File: config.mk
export PLATFORM = sky130hd
export DESIGN_NAME = tcp_tx_ctrl_flat
export DESIGN_NICKNAME = d
export VERILOG_FILES = /design/src/rtl/tcp_pkg.sv /design/src/rtl/tcp_tx_ctrl_if.sv /design/src/rtl/tcp_tx_ctrl.sv /design/src/flat_wrapper.sv
export SDC_FILE = /design/constraint.sdc
export NUM_CORES = 1
export LEC_CHECK = 0
export BUFFER_PORTS_ARGS = -buffer_cell sky130_fd_sc_hd__buf_4
export CAP_MARGIN = 20
export CORE_MARGIN = 5
export CORE_UTILIZATION = 42
export CTS_BUF_LIST = sky130_fd_sc_hd__clkbuf_16
export CTS_CLUSTER_DIAMETER = 40
export CTS_CLUSTER_SIZE = 30
export DETAILED_ROUTE_END_ITERATION = 10
export GPL_ROUTABILITY_DRIVEN = 0
export GPL_TIMING_DRIVEN = 0
export PLACE_DENSITY_LB_ADDON = 0.3
export SETUP_SLACK_MARGIN = 0.4
export SLEW_MARGIN = 20
export SYNTH_ARGS = -nofsm -noshare
export SYNTH_HDL_FRONTEND = slang
export SYNTH_SLANG_ARGS = --single-unit
File: constraint.sdc
create_clock -name clk -period 3.9 [get_ports clk]
set_clock_uncertainty 0.15 [all_clocks]
set_input_delay 0.195 -clock clk [delete_from_list [all_inputs] [get_ports clk]]
set_output_delay 0.195 -clock clk [all_outputs]
set_load 0.02 [all_outputs]
File: src/rtl/tcp_pkg.sv
// Shared types for the TCP transmit pipeline control logic.
package tcp_pkg;

  typedef enum logic [1:0] {
    IDLE   = 2'd0,
    READ   = 2'd1,
    CALC   = 2'd2,
    OUTPUT = 2'd3
  } tcp_tx_ctrl_state_e;

endpackage

File: src/rtl/tcp_tx_ctrl_if.sv
// Handshake and datapath-strobe bundle between tcp_tx_ctrl and its surroundings.
interface tcp_tx_ctrl_if;

  logic sched_tx_req_val;
  logic sched_tx_req_rdy;
  logic state_rd_req_val;
  logic state_rd_req_rdy;
  logic state_rd_resp_val;
  logic state_rd_resp_rdy;
  logic tuple_rd_req_val;
  logic tuple_rd_req_rdy;
  logic tuple_rd_resp_val;
  logic tuple_rd_resp_rdy;
  logic ctrl_datap_store_flowid;
  logic ctrl_datap_store_state;
  logic ctrl_datap_store_tuple;
  logic ctrl_datap_store_calc;
  logic datap_ctrl_produce_pkt;
  logic next_tx_state_wr_req_val;
  logic next_tx_state_wr_req_rdy;
  logic tx_sched_update_val;
  logic tx_sched_update_rdy;
  logic proto_calc_tx_pkt_val;
  logic proto_calc_tx_pkt_rdy;

  // master is the control FSM; slave is the scheduler/memories/datapath side
  modport master (
    input  sched_tx_req_val,  output sched_tx_req_rdy,
    output state_rd_req_val,  input  state_rd_req_rdy,
    input  state_rd_resp_val, output state_rd_resp_rdy,
    output tuple_rd_req_val,  input  tuple_rd_req_rdy,
    input  tuple_rd_resp_val, output tuple_rd_resp_rdy,
    output ctrl_datap_store_flowid, output ctrl_datap_store_state,
    output ctrl_datap_store_tuple,  output ctrl_datap_store_calc,
    input  datap_ctrl_produce_pkt,
    output next_tx_state_wr_req_val, input next_tx_state_wr_req_rdy,
    output tx_sched_update_val,      input tx_sched_update_rdy,
    output proto_calc_tx_pkt_val,    input proto_calc_tx_pkt_rdy
  );

  modport slave (
    output sched_tx_req_val,  input  sched_tx_req_rdy,
    input  state_rd_req_val,  output state_rd_req_rdy,
    output state_rd_resp_val, input  state_rd_resp_rdy,
    input  tuple_rd_req_val,  output tuple_rd_req_rdy,
    output tuple_rd_resp_val, input  tuple_rd_resp_rdy,
    input  ctrl_datap_store_flowid, input ctrl_datap_store_state,
    input  ctrl_datap_store_tuple,  input ctrl_datap_store_calc,
    output datap_ctrl_produce_pkt,
    input  next_tx_state_wr_req_val, output next_tx_state_wr_req_rdy,
    input  tx_sched_update_val,      output tx_sched_update_rdy,
    input  proto_calc_tx_pkt_val,    output proto_calc_tx_pkt_rdy
  );

endinterface

File: src/rtl/tcp_tx_ctrl.sv
// Sequences one scheduler request through state/tuple reads, the datapath
// calculation strobe and the three output handshakes, counting sent/suppressed packets.
module tcp_tx_ctrl
  import tcp_pkg::*;
#(
  parameter int CNT_W = 32
) (
  input  logic             clk,
  input  logic             rst_n,
  tcp_tx_ctrl_if.master    bus,
  output logic [CNT_W-1:0] pkt_sent_cnt,
  output logic [CNT_W-1:0] pkt_suppressed_cnt
);

  tcp_tx_ctrl_state_e state_q, state_d;
  logic st_req_q, st_req_d, tp_req_q, tp_req_d;
  logic st_resp_q, st_resp_d, tp_resp_q, tp_resp_d;
  logic pkt_q, pkt_d, wr_q, wr_d, upd_q, upd_d;
  logic [CNT_W-1:0] sent_q, sent_d, supp_q, supp_d;

  logic req_rdy, st_req_val, tp_req_val, st_resp_rdy, tp_resp_rdy;
  logic pkt_val, wr_val, upd_val;
  logic store_flowid, store_state, store_tuple, store_calc;

  always_ff @(posedge clk or negedge rst_n) begin
    if (!rst_n) begin
      state_q   <= IDLE;
      st_req_q  <= 1'b0;
      tp_req_q  <= 1'b0;
      st_resp_q <= 1'b0;
      tp_resp_q <= 1'b0;
      pkt_q     <= 1'b0;
      wr_q      <= 1'b0;
      upd_q     <= 1'b0;
      sent_q    <= '0;
      supp_q    <= '0;
    end else begin
      state_q   <= state_d;
      st_req_q  <= st_req_d;
      tp_req_q  <= tp_req_d;
      st_resp_q <= st_resp_d;
      tp_resp_q <= tp_resp_d;
      pkt_q     <= pkt_d;
      wr_q      <= wr_d;
      upd_q     <= upd_d;
      sent_q    <= sent_d;
      supp_q    <= supp_d;
    end
  end

  always_comb begin
    state_d      = state_q;
    st_req_d     = st_req_q;
    tp_req_d     = tp_req_q;
    st_resp_d    = st_resp_q;
    tp_resp_d    = tp_resp_q;
    pkt_d        = pkt_q;
    wr_d         = wr_q;
    upd_d        = upd_q;
    sent_d       = sent_q;
    supp_d       = supp_q;
    req_rdy      = 1'b0;
    st_req_val   = 1'b0;
    tp_req_val   = 1'b0;
    st_resp_rdy  = 1'b0;
    tp_resp_rdy  = 1'b0;
    pkt_val      = 1'b0;
    wr_val       = 1'b0;
    upd_val      = 1'b0;
    store_flowid = 1'b0;
    store_state  = 1'b0;
    store_tuple  = 1'b0;
    store_calc   = 1'b0;

    case (state_q)
      IDLE: begin
        req_rdy = 1'b1;
        if (bus.sched_tx_req_val) begin
          store_flowid = 1'b1;
          st_req_d     = 1'b0;
          tp_req_d     = 1'b0;
          st_resp_d    = 1'b0;
          tp_resp_d    = 1'b0;
          pkt_d        = 1'b0;
          wr_d         = 1'b0;
          upd_d        = 1'b0;
          state_d      = READ;
        end
      end
      READ: begin
        st_req_val  = ~st_req_q;
        tp_req_val  = ~tp_req_q;
        // a response is only taken once the matching request has been accepted
        st_resp_rdy = st_req_q & ~st_resp_q;
        tp_resp_rdy = tp_req_q & ~tp_resp_q;
        store_state = st_resp_rdy & bus.state_rd_resp_val;
        store_tuple = tp_resp_rdy & bus.tuple_rd_resp_val;
        st_req_d    = st_req_q | (st_req_val & bus.state_rd_req_rdy);
        tp_req_d    = tp_req_q | (tp_req_val & bus.tuple_rd_req_rdy);
        st_resp_d   = st_resp_q | store_state;
        tp_resp_d   = tp_resp_q | store_tuple;
        if (st_req_d & tp_req_d & st_resp_d & tp_resp_d) begin
          state_d = CALC;
        end
      end
      CALC: begin
        store_calc = 1'b1;
        state_d    = OUTPUT;
      end
      OUTPUT: begin
        pkt_val = bus.datap_ctrl_produce_pkt & ~pkt_q;
        wr_val  = ~wr_q;
        upd_val = ~upd_q;
        pkt_d   = pkt_q | (pkt_val & bus.proto_calc_tx_pkt_rdy);
        wr_d    = wr_q | (wr_val & bus.next_tx_state_wr_req_rdy);
        upd_d   = upd_q | (upd_val & bus.tx_sched_update_rdy);
        // with no packet wanted the pkt leg is already complete
        if ((pkt_d | ~bus.datap_ctrl_produce_pkt) & wr_d & upd_d) begin
          state_d = IDLE;
          if (pkt_d) begin
            sent_d = sent_q + CNT_W'(1);
          end else begin
            supp_d = supp_q + CNT_W'(1);
          end
        end
      end
      default: state_d = IDLE;
    endcase
  end

  assign bus.sched_tx_req_rdy         = req_rdy;
  assign bus.state_rd_req_val         = st_req_val;
  assign bus.tuple_rd_req_val         = tp_req_val;
  assign bus.state_rd_resp_rdy        = st_resp_rdy;
  assign bus.tuple_rd_resp_rdy        = tp_resp_rdy;
  assign bus.ctrl_datap_store_flowid  = store_flowid;
  assign bus.ctrl_datap_store_state   = store_state;
  assign bus.ctrl_datap_store_tuple   = store_tuple;
  assign bus.ctrl_datap_store_calc    = store_calc;
  assign bus.proto_calc_tx_pkt_val    = pkt_val;
  assign bus.next_tx_state_wr_req_val = wr_val;
  assign bus.tx_sched_update_val      = upd_val;
  assign pkt_sent_cnt                 = sent_q;
  assign pkt_suppressed_cnt           = supp_q;

endmodule

File: src/flat_wrapper.sv
// flat-port wrapper written by rule: the top's interface ports become plain ports
module tcp_tx_ctrl_flat import tcp_pkg::*;
#(
  parameter int CNT_W = 32
)
  (clk, rst_n, pkt_sent_cnt, pkt_suppressed_cnt, bus_sched_tx_req_val, bus_sched_tx_req_rdy, bus_state_rd_req_val, bus_state_rd_req_rdy, bus_state_rd_resp_val, bus_state_rd_resp_rdy, bus_tuple_rd_req_val, bus_tuple_rd_req_rdy, bus_tuple_rd_resp_val, bus_tuple_rd_resp_rdy, bus_ctrl_datap_store_flowid, bus_ctrl_datap_store_state, bus_ctrl_datap_store_tuple, bus_ctrl_datap_store_calc, bus_datap_ctrl_produce_pkt, bus_next_tx_state_wr_req_val, bus_next_tx_state_wr_req_rdy, bus_tx_sched_update_val, bus_tx_sched_update_rdy, bus_proto_calc_tx_pkt_val, bus_proto_calc_tx_pkt_rdy);
  tcp_tx_ctrl_if bus_i ();
  input  logic clk;
  input  logic rst_n;
  output logic [CNT_W-1:0] pkt_sent_cnt;
  output logic [CNT_W-1:0] pkt_suppressed_cnt;
  input wire logic [$bits(bus_i.sched_tx_req_val)-1:0] bus_sched_tx_req_val;
  output wire logic [$bits(bus_i.sched_tx_req_rdy)-1:0] bus_sched_tx_req_rdy;
  output wire logic [$bits(bus_i.state_rd_req_val)-1:0] bus_state_rd_req_val;
  input wire logic [$bits(bus_i.state_rd_req_rdy)-1:0] bus_state_rd_req_rdy;
  input wire logic [$bits(bus_i.state_rd_resp_val)-1:0] bus_state_rd_resp_val;
  output wire logic [$bits(bus_i.state_rd_resp_rdy)-1:0] bus_state_rd_resp_rdy;
  output wire logic [$bits(bus_i.tuple_rd_req_val)-1:0] bus_tuple_rd_req_val;
  input wire logic [$bits(bus_i.tuple_rd_req_rdy)-1:0] bus_tuple_rd_req_rdy;
  input wire logic [$bits(bus_i.tuple_rd_resp_val)-1:0] bus_tuple_rd_resp_val;
  output wire logic [$bits(bus_i.tuple_rd_resp_rdy)-1:0] bus_tuple_rd_resp_rdy;
  output wire logic [$bits(bus_i.ctrl_datap_store_flowid)-1:0] bus_ctrl_datap_store_flowid;
  output wire logic [$bits(bus_i.ctrl_datap_store_state)-1:0] bus_ctrl_datap_store_state;
  output wire logic [$bits(bus_i.ctrl_datap_store_tuple)-1:0] bus_ctrl_datap_store_tuple;
  output wire logic [$bits(bus_i.ctrl_datap_store_calc)-1:0] bus_ctrl_datap_store_calc;
  input wire logic [$bits(bus_i.datap_ctrl_produce_pkt)-1:0] bus_datap_ctrl_produce_pkt;
  output wire logic [$bits(bus_i.next_tx_state_wr_req_val)-1:0] bus_next_tx_state_wr_req_val;
  input wire logic [$bits(bus_i.next_tx_state_wr_req_rdy)-1:0] bus_next_tx_state_wr_req_rdy;
  output wire logic [$bits(bus_i.tx_sched_update_val)-1:0] bus_tx_sched_update_val;
  input wire logic [$bits(bus_i.tx_sched_update_rdy)-1:0] bus_tx_sched_update_rdy;
  output wire logic [$bits(bus_i.proto_calc_tx_pkt_val)-1:0] bus_proto_calc_tx_pkt_val;
  input wire logic [$bits(bus_i.proto_calc_tx_pkt_rdy)-1:0] bus_proto_calc_tx_pkt_rdy;
  assign bus_i.sched_tx_req_val = bus_sched_tx_req_val;
  assign bus_sched_tx_req_rdy = bus_i.sched_tx_req_rdy;
  assign bus_state_rd_req_val = bus_i.state_rd_req_val;
  assign bus_i.state_rd_req_rdy = bus_state_rd_req_rdy;
  assign bus_i.state_rd_resp_val = bus_state_rd_resp_val;
  assign bus_state_rd_resp_rdy = bus_i.state_rd_resp_rdy;
  assign bus_tuple_rd_req_val = bus_i.tuple_rd_req_val;
  assign bus_i.tuple_rd_req_rdy = bus_tuple_rd_req_rdy;
  assign bus_i.tuple_rd_resp_val = bus_tuple_rd_resp_val;
  assign bus_tuple_rd_resp_rdy = bus_i.tuple_rd_resp_rdy;
  assign bus_ctrl_datap_store_flowid = bus_i.ctrl_datap_store_flowid;
  assign bus_ctrl_datap_store_state = bus_i.ctrl_datap_store_state;
  assign bus_ctrl_datap_store_tuple = bus_i.ctrl_datap_store_tuple;
  assign bus_ctrl_datap_store_calc = bus_i.ctrl_datap_store_calc;
  assign bus_i.datap_ctrl_produce_pkt = bus_datap_ctrl_produce_pkt;
  assign bus_next_tx_state_wr_req_val = bus_i.next_tx_state_wr_req_val;
  assign bus_i.next_tx_state_wr_req_rdy = bus_next_tx_state_wr_req_rdy;
  assign bus_tx_sched_update_val = bus_i.tx_sched_update_val;
  assign bus_i.tx_sched_update_rdy = bus_tx_sched_update_rdy;
  assign bus_proto_calc_tx_pkt_val = bus_i.proto_calc_tx_pkt_val;
  assign bus_i.proto_calc_tx_pkt_rdy = bus_proto_calc_tx_pkt_rdy;
  tcp_tx_ctrl #(.CNT_W(CNT_W)) u_core (.clk(clk), .rst_n(rst_n), .bus(bus_i), .pkt_sent_cnt(pkt_sent_cnt), .pkt_suppressed_cnt(pkt_suppressed_cnt));
endmodule
==> impl_metrics.py, run 1 <==
metrics = {
    "clock_tree": {
        "cts-root-buf": "clkbuf_16",
        "cts.clk_slew.worst_paths_ns": 0.06,
        "ctsResizeCount": 0,
        "cts_inserted_buffers": 9,
        "cts_tree": "done",
        "h-tree-depth": 3,
        "cts_sinks": 73,
        "clkLatencyLatePin_ns": 0.34,
        "cts.path.max_buffers": 2,
    },
    "drt": {
        "wire_per_inst_um": 15.19,
        "vias_per_cell": 5.285,
        "wirelength_um": 8265,
        "dr.pass1.iters": 4,
        "antenna_left": 0,
        "drc_errors": 0,
        "via_count": 2875,
        "drt-initial-drc-count": 100,
    },
    "pwr": {
        "p_int_mw": 1.713,
        "p_sw_mw": 0.7562,
        "report.power.total_mw": 2.469,
        "switching_share_pct": 30.63,
        "pwr-share-comb_pct": 23.6,
        "power_frac_seq_pct": 38.0,
        "p_leak_nw": 2.284,
        "pwr-share-clk_pct": 38.4,
        "cellPowerDensity_mw_per_mm2": 517.9,
        "vdd_drop_max_mv": 0.2393,
    },
    "cells_and_area": {
        "drive_above_1_share_pct": 27.11,
        "layoutNonFillerInstCount": 544,
        "syn_to_final_growth_pct": 31.47,
        "fin_nets": 451,
        "diodes": 0,
    },
    "sta": {
        "slew_viol_final": 0,
        "rsz0062_at_grt": "false",
        "holdWs_ns": 0.01334,
        "final-setup-viol-count": 0,
        "period_needed_ns": 2.280,
        "final.setup.tns_ns": 0,
        "slew_headroom_pct": 38.43,
        "post-route-period-util_pct": 58.47,
        "worst_pin_slew_ns": 0.9235,
        "finalHoldViolations": 0,
        "max_freq_mhz": 438.5,
    },
    "synth": {
        "ys_warn_count": 0,
        "synth.net_count": 352,
        "ys_seq_elements": 73,
        "synth_edf_count": 0,
        "syn-cell-area_mm2": 0.003626,
        "synth_top_flop_cell": "dfrtp_1",
        "synthCells": 335,
        "async_flop_share_pct": 100.0,
        "synth_area_per_cell_um2": 10.82,
        "seq_area_frac_synth_pct": 50.38,
        "synth_cell_type_count": 44,
    },
    "setup_path": {
        "critPathBufInv": 1,
        "r2r_start": "u_core.pkt_sent_cnt[0]",
        "endpoint_kind": "flip-flop",
        "crit_path_cell_trace": "ha_1 > nand3_1 > nor4_1 > buf_2 > nand4_1 > xnor2_1",
        "cp_top_family": "simple AND/OR/NAND/NOR gates",
        "crit_slowest_cell": "nor4_1",
        "crit_cells": 6,
        "critPathRequiredTime_ns": 3.97,
        "r2r_setup_slack_ns": 1.62,
        "cp_data_arrival_time_ns": 2.35,
        "worstSetupStartpointType": "flip-flop",
        "reg2reg_to": "u_core.pkt_sent_cnt[12]",
        "reg2reg_depth": 6,
        "cpPeakStageDelay_ns": 0.63,
        "path_max_fanout": 10,
        "critPathKind": "reg2reg",
    },
    "floorplanning": {
        "dieArea_mm2": 0.01059,
        "die_h_um": 102.9,
        "initial_core_util_pct": 43.69,
        "die_w_um": 102.9,
        "coreArea_mm2": 0.008299,
        "fp-row-count": 33,
        "io-pin-count": 87,
    },
    "min_path": {
        "hold_path_class": "in2reg",
        "hold_start": "bus_tuple_rd_req_rdy",
        "whs_endpoint": "u_core.tp_req_q",
        "hold_depth": 3,
    },
    "grt": {
        "grt_max_degree": 74,
        "gr-total-overflow": 0,
        "grt_pass1_vias": 2901,
        "grt_pass1_wl_um": 13770,
        "antenna_found_initial": 0,
        "track_usage_pct": 16.39,
    },
    "placed_design": {
        "dp_hpwl_um": 5894,
        "io_buffer_count": 86,
        "place_inst": 526,
    },
    "outcome": {
        "status": "finished clean",
    },
    "flow_run": {
        "max_cap_viol_count": 0,
    },
}
[worst max-delay path by stage]
stage / slack [ns] / endpoint / start
finish: 1.62 / u_core.pkt_sent_cnt[12] / u_core.pkt_sent_cnt[0]
global placement: 1.69 / u_core.pkt_suppressed_cnt[28] / u_core.state_q[1]
CTS: 1.61 / u_core.pkt_sent_cnt[12] / u_core.pkt_sent_cnt[0]
floorplan: 1.93 / u_core.pkt_sent_cnt[12] / u_core.pkt_sent_cnt[0]
global route: 1.43 / u_core.pkt_sent_cnt[12] / u_core.wr_q
detailed placement: 1.64 / u_core.pkt_sent_cnt[12] / u_core.pkt_sent_cnt[0]
[what timing repair did]
item                                   CTS  global route
endpoints found under the hold margin   74             0
buffers inserted                         0             0
setup endpoints to repair                0             0
hold buffers                             2             0
[flip-flops by register name (all words and copies together) (netlist names)]
register,flops
u_core.tp_resp_q,1
u_core.wr_q,1
u_core.state_q,2
u_core.st_req_q,1
u_core.pkt_q,1
u_core.tp_req_q,1
u_core.st_resp_q,1
u_core.upd_q,1
u_core.pkt_sent_cnt,32
u_core.pkt_suppressed_cnt,32
[layer usage]
metal | share of wire (%) | track usage (%) | vias to the layer above | wire [um]
met5 | 0 | 0 | - | 0
met4 | 1.5 | 5.478 | 0 | 123
met3 | 7.9 | 5.954 | 15 | 656
met2 | 46 | 25.11 | 83 | 3784
met1 | 45 | 21.60 | 1381 | 3701
li1 | - | - | 1396 | -
[worst min-delay path: cells and delay by family]
kind                   cells  cell delay [ns]
buffers and inverters      1             0.09
AO/OA/AOI/OAI              2             0.16
[cells in the final DEF (no fill, tap or decap), drive strengths merged, types with 7 or more instances in the layout]
cell type and n:
buf 90, dfrtp 73, xnor2 40, nand2 28
xor2 22, nand3 22, nand4 19, a21oi 14
and4 13, clkbuf 13, nor2 11, inv 11
nor3 9, o21ai 8, and3 8, nor4 7
[cell type report]
type	count	area, um2
Timing Repair Buffer	88	665.6
Inverter	9	33.78
Buffer	8	43.79
Fill cell	693	3532
Sequential cell	73	1827
Multi-Input combinational cell	245	1722
Clock buffer	9	225.2
Clock inverter	7	118.9
Tap cell	105	131.4
[through the flow]
step	cell area (um2)	util, %	setup slack [ns]
after floorplan	3626	-	1.926
after global placement	4403	53.05	1.694
after detailed placement	4403	53.05	1.645
after CTS	4767	57.44	1.613
after global routing	4767	57.44	1.427
final	4767	57.44	1.620
[logic make-up (layout without fill, tap and decap cells)]
family	count (synthesis)	after routing	synth area share [%]
mux	2	2	0.6211
compound gates	30	30	4.590
fa+ha+maj	6	6	2.070
simple gates	145	145	25.22
xor+xnor	62	62	14.98
flops	73	73	50.38
buf+inv	17	121	2.139
[synthesized netlist by cell type, drive strengths merged (5+ instances only)]
cell / number / share of area [%]
dfrtp: 73 / 50
xnor2: 40 / 9.7
nand2: 28 / 2.9
nand3: 22 / 3.2
xor2: 22 / 5.3
nand4: 19 / 3.7
a21oi: 14 / 1.9
and4: 13 / 3.2
nor2: 11 / 1.1
inv: 9 / 0.93
nor3: 9 / 1.4
and3: 8 / 1.4
o21ai: 8 / 1.1
nor4: 7 / 2.1
ha: 6 / 2.1
nor4b: 6 / 1.6
and2: 5 / 0.86
[power groups by stage]
stage          clock network (mW)  logic [mW]  registers [mW]
2_1_floorplan                   0       0.340           0.969
3_3_place_gp                    0       0.575           0.945
3_5_place_dp                    0       0.585           0.951
4_1_cts                     0.967       0.592           0.938
5_1_grt                     0.998       0.653           0.953
6_report                    0.948       0.583           0.938
(Power assumes the default switching activity.)
==> run 2, diff against run 1 <==
Clock period 3.9 ns to 1.9 ns, I/O delays scaled along.
==> impl_metrics.py, run 2 (same netlist as run 1, synthesis figures left out) <==
metrics = {
    "cells_and_area": {
        "seqCellArea_mm2": 0.001872,
        "post-route-util_pct": 73.42,
        "final_common_cell": "buf_4",
        "drive_above_1_share_pct": 59.44,
        "fin_nets": 515,
        "diodes": 0,
        "final_cell_mix": "buf_4, dfrtp_1, dfrtp_2",
        "layoutNonFillerInstCount": 608,
        "fillCellCount": 584,
        "multi_input_area_mm2": 0.002389,
        "syn_to_final_growth_pct": 68.05,
    },
    "grt": {
        "grt_max_degree": 74,
        "track_usage_pct": 20.84,
        "grt_pass1_wl_um": 17270,
        "gr-total-overflow": 0,
        "antenna_found_initial": 0,
        "grt_pass1_vias": 3445,
    },
    "placed_design": {
        "place_inst": 526,
        "dp_hpwl_um": 6179,
        "io_buffer_count": 86,
    },
    "outcome": {
        "failed_checks": "setup timing",
        "status": "finished, violations left",
    },
    "drt": {
        "via_count": 3254,
        "drc_errors": 0,
        "dr.pass1.iters": 4,
        "vias_per_cell": 5.352,
        "antenna_left": 0,
        "wirelength_um": 10750,
        "drt-initial-drc-count": 128,
        "wire_per_inst_um": 17.68,
    },
    "sta": {
        "final-setup-viol-count": 4,
        "max_freq_mhz": 511.7,
        "slew_viol_final": 0,
        "worst_pin_slew_ns": 0.6890,
        "holdWs_ns": 0.04857,
        "timing.final.ws_setup_ns": -0.05428,
        "rsz0062_at_grt": "true",
        "slew_headroom_pct": 54.07,
        "finalHoldViolations": 0,
        "post-route-period-util_pct": 102.9,
        "period_needed_ns": 1.954,
    },
    "pwr": {
        "p_leak_nw": 2.961,
        "p_sw_mw": 2.031,
        "vdd_drop_max_mv": 0.6571,
        "pwr-share-comb_pct": 39.5,
        "cellPowerDensity_mw_per_mm2": 987.2,
        "pwr-share-clk_pct": 26.9,
        "switching_share_pct": 33.77,
        "power_frac_seq_pct": 33.6,
        "p_int_mw": 3.984,
    },
    "clock_tree": {
        "clkLatencyLatePin_ns": 0.33,
        "cts-root-buf": "clkbuf_16",
        "cts.path.max_buffers": 2,
        "cts_tree": "done",
        "cts_inserted_buffers": 9,
        "cts.clk_slew.worst_paths_ns": 0.06,
        "cts_sinks": 73,
        "h-tree-depth": 3,
    },
    "setup_path": {
        "r2r_start": "u_core.state_q[1]",
        "cp_data_arrival_time_ns": 1.71,
        "cp-startpoint": "u_core.state_q[0]",
        "critPathKind": "reg2out",
        "critPathRequiredTime_ns": 1.65,
        "reg2reg_depth": 8,
        "reg2reg_to": "u_core.pkt_suppressed_cnt[27]",
        "worstSetupStartpointType": "flip-flop",
        "endpoint": "bus_ctrl_datap_store_flowid",
        "r2r_setup_slack_ns": 0,
        "endpoint_kind": "output pin",
        "path_max_fanout": 4,
    },
    "floorplanning": {
        "dieArea_mm2": 0.01059,
        "die_w_um": 102.9,
        "coreArea_mm2": 0.008299,
        "die_h_um": 102.9,
        "fp-row-count": 33,
        "io-pin-count": 87,
        "initial_core_util_pct": 43.69,
    },
    "min_path": {
        "hold_path_class": "in2reg",
    },
    "flow_run": {
        "max_cap_viol_count": 0,
    },
}
-- run 2: timing repair --
| item | 4_1_cts | 5_1_grt |
|---|---|---|
| hold buffers | 8 | 0 |
| hold endpoints to repair | 80 | 0 |
| gates cloned | 2 | 0 |
| buffers inserted | 52 | 4 |
| setup endpoints to repair | 80 | 113 |
| pin swaps | 62 | 29 |
| gates resized for setup | 100 | 39 |
-- run 2: stage by stage --
step / total power, mW / cell area (um2) / setup slack [ns] / setup TNS, ns
2_1_floorplan: 2.826 / 3913 / 0.008503 / 0
3_3_place_gp: 3.252 / 4690 / -0.2860 / -2.493
3_5_place_dp: 3.293 / 4690 / -0.3474 / -3.667
4_1_cts: 5.785 / 5917 / -0.04923 / -0.1316
5_1_grt: 6.309 / 6093 / -0.1073 / -1.164
6_report: 6.016 / 6093 / -0.05428 / -0.09351
-- run 2: worst max-delay path: stages (launching register included) --
cell and delay, ns:
dfrtp_1 0.41, buf_4 0.16, buf_6 0.11, buf_4 0.13, inv_4 0.06, ha_4 0.13
clkbuf_8 0.14, and2_4 0.13, buf_6 0.11
-- run 2: layout make-up --
cell class	count	area share, %
multi-input combinational	245	39.20
tap	105	2.156
clock buffer	9	3.696
buffer	8	1.643
inverter	9	0.6366
sequential	73	30.72
timing repair buffer	152	21.05
clock inverter	7	0.9035
-- run 2: how the worst min path moves through the flow --
stage                               start                             to  slack (ns)  cells after the start
3_5_place_dp                        rst_n  u_core.pkt_suppressed_cnt[23]        0.13                      1
6_report       bus_datap_ctrl_produce_pkt                   u_core.pkt_q        0.05                      3
3_3_place_gp                        rst_n  u_core.pkt_suppressed_cnt[23]        0.15                      1
4_1_cts        bus_datap_ctrl_produce_pkt                   u_core.pkt_q        0.03                      3
2_1_floorplan                       rst_n                   u_core.pkt_q       -0.35                      0
5_1_grt        bus_datap_ctrl_produce_pkt                   u_core.pkt_q        0.06                      3
-- run 2: power groups by stage --
stage	Combinational [mW]	Clock (mW)	Sequential, mW
detailed placement	1.31	0	1.98
CTS	2.14	1.66	1.99
finish	2.38	1.62	2.02
floorplan	0.802	0	2.02
global placement	1.28	0	1.98
global route	2.55	1.72	2.04
-- run 2: metal layers --
metal  wire (um)  GRT usage [%]  vias to the layer above
met5           0              0                        -
met4         112          6.175                        0
met3         672          6.157                       11
met2        5551          35.13                      101
met1        4414          25.94                     1625
li1            -              -                     1517
==> run 3, diff against run 2 <==
Settings changed: RECOVER_POWER set to 100.
==> impl_metrics.py, run 3 (same netlist as run 1, synthesis figures left out) <==
metrics = {
    "floorplanning": {
        "coreArea_mm2": 0.008299,
        "die_w_um": 102.9,
        "die_h_um": 102.9,
        "dieArea_mm2": 0.01059,
        "fp-row-count": 33,
        "initial_core_util_pct": 43.69,
        "io-pin-count": 87,
    },
    "sta": {
        "holdWs_ns": 0.04719,
        "slew_headroom_pct": 31.49,
        "rsz0062_at_grt": "true",
        "finalHoldViolations": 0,
        "post-route-period-util_pct": 103.0,
        "final-setup-viol-count": 4,
        "slew_viol_final": 0,
        "timing.final.ws_setup_ns": -0.05708,
        "worst_pin_slew_ns": 1.028,
        "max_freq_mhz": 511.0,
        "period_needed_ns": 1.957,
    },
    "setup_path": {
        "reg2reg_depth": 8,
        "crit_path_cell_trace": "buf_4 > buf_6 > buf_4 > inv_4 > ha_4 > clkbuf_8 > and2_4 > buf_6",
        "critPathBufInv": 6,
        "crit_cells": 8,
        "path_max_fanout": 4,
        "worstSetupStartpointType": "flip-flop",
        "critPathKind": "reg2out",
        "endpoint_kind": "output pin",
        "endpoint": "bus_ctrl_datap_store_flowid",
        "cp-startpoint": "u_core.state_q[0]",
        "r2r_start": "u_core.state_q[1]",
        "r2r_setup_slack_ns": 0,
        "reg2reg_to": "u_core.pkt_suppressed_cnt[27]",
        "cpPeakStageDelay_ns": 0.41,
        "cp_data_arrival_time_ns": 1.71,
        "cp_top_family": "buffers and inverters",
        "crit_slowest_cell": "dfrtp_1",
        "critPathRequiredTime_ns": 1.65,
    },
    "pwr": {
        "p_int_mw": 3.974,
        "p_leak_nw": 2.865,
        "vdd_drop_max_mv": 0.6566,
        "pwr-share-comb_pct": 39.4,
        "power_frac_seq_pct": 33.6,
        "cellPowerDensity_mw_per_mm2": 1001,
        "pwr-share-clk_pct": 27.0,
        "report.power.total_mw": 6.009,
        "switching_share_pct": 33.86,
        "p_sw_mw": 2.035,
    },
    "drt": {
        "wire_per_inst_um": 17.68,
        "drc_errors": 0,
        "wirelength_um": 10750,
        "antenna_left": 0,
        "drt-initial-drc-count": 128,
        "vias_per_cell": 5.370,
        "dr.pass1.iters": 4,
        "via_count": 3265,
    },
    "cells_and_area": {
        "seqCellArea_mm2": 0.001871,
        "drive_above_1_share_pct": 54.67,
        "fin_area_mm2": 0.006002,
        "multi_input_area_mm2": 0.002389,
        "fin_nets": 515,
        "final_cell_mix": "buf_4, dfrtp_1, xnor2_1, dfrtp_2, buf_6",
        "syn_to_final_growth_pct": 65.53,
        "final_common_cell": "buf_4",
        "diodes": 0,
        "fillCellCount": 619,
    },
    "flow_run": {
        "max_cap_viol_count": 0,
    },
    "clock_tree": {
        "cts.path.max_buffers": 2,
        "cts_sinks": 73,
        "cts-root-buf": "clkbuf_16",
        "clkLatencyLatePin_ns": 0.33,
        "cts_inserted_buffers": 9,
        "cts_tree": "done",
        "cts.clk_slew.worst_paths_ns": 0.06,
        "h-tree-depth": 3,
    },
    "grt": {
        "grt_max_degree": 74,
        "track_usage_pct": 20.84,
        "grt_pass1_vias": 3445,
        "antenna_found_initial": 0,
        "gr-total-overflow": 0,
        "grt_pass1_wl_um": 17270,
    },
    "min_path": {
        "hold_path_class": "in2reg",
    },
    "outcome": {
        "failed_checks": "setup timing",
        "status": "finished, violations left",
    },
    "placed_design": {
        "place_area_mm2": 0.004690,
        "io_buffer_count": 86,
        "dp_hpwl_um": 6179,
    },
}
==> run 3: how the worst min path moves through the flow <==
stage	end	slack, ns	depth (start not counted)	from
finish	u_core.pkt_q	0.05	3	bus_datap_ctrl_produce_pkt
detailed placement	u_core.pkt_suppressed_cnt[23]	0.13	1	rst_n
floorplan	u_core.pkt_q	-0.35	0	rst_n
global route	u_core.pkt_q	0.06	3	bus_datap_ctrl_produce_pkt
global placement	u_core.pkt_suppressed_cnt[23]	0.15	1	rst_n
CTS	u_core.pkt_q	0.03	3	bus_datap_ctrl_produce_pkt
==> run 3: layout make-up <==
class | count | area share, %
plain buffers | 8 | 1.668
clock buffers | 9 | 3.752
clock inverters | 7 | 0.9172
inverters | 9 | 0.6462
multi-input cells | 245 | 39.80
flip-flops and latches | 73 | 31.17
well taps | 105 | 2.189
repair buffers | 152 | 19.87
==> run 3: layer usage <==
metal | GRT usage (%) | part of all wire, % | vias up
met5 | 0 | 0 | -
li1 | - | - | 1519
met3 | 6.157 | 5.9 | 13
met2 | 35.13 | 52 | 83
met4 | 6.175 | 1.2 | 0
met1 | 25.94 | 41 | 1650
==> run 3: worst register-to-register path: cells and delay by family, from the launching register on <==
family | cells | cell delay [ns]
AND/OR/NAND/NOR | 3 | 0.51
adder cells (fa/ha/maj) | 1 | 0.17
flip-flops | 1 | 0.41
buffers and inverters | 3 | 0.42
XOR/XNOR | 1 | 0.17
==> run 3: stage by stage <==
stage / setup TNS [ns] / setup slack, ns / util (%) / instances
floorplan: 0 / 0.008503 / - / 335
global placement: -2.493 / -0.2860 / 56.51 / 526
detailed placement: -3.667 / -0.3474 / 56.51 / 526
CTS: -0.1316 / -0.04923 / 71.30 / 604
global route: -1.164 / -0.1073 / 72.32 / 608
finish: -0.1021 / -0.05708 / 72.32 / 608
==> run 3: timing repair <==
item                                    4_1_cts  5_1_grt
hold buffers                                  8        0
gates resized for setup                     100       39
cloned                                        2        0
endpoints found under the setup margin       80      113
pin swaps                                    62       29
hold endpoints to repair                     80        0
setup buffers                                52        4
==> run 3: power by group through the flow <==
stage	Sequential [mW]	Combinational (mW)	Clock (mW)
floorplan	2.02	0.802	0
global placement	1.98	1.28	0
detailed placement	1.98	1.31	0
CTS	1.99	2.14	1.66
global route	2.04	2.54	1.72
finish	2.02	2.37	1.62
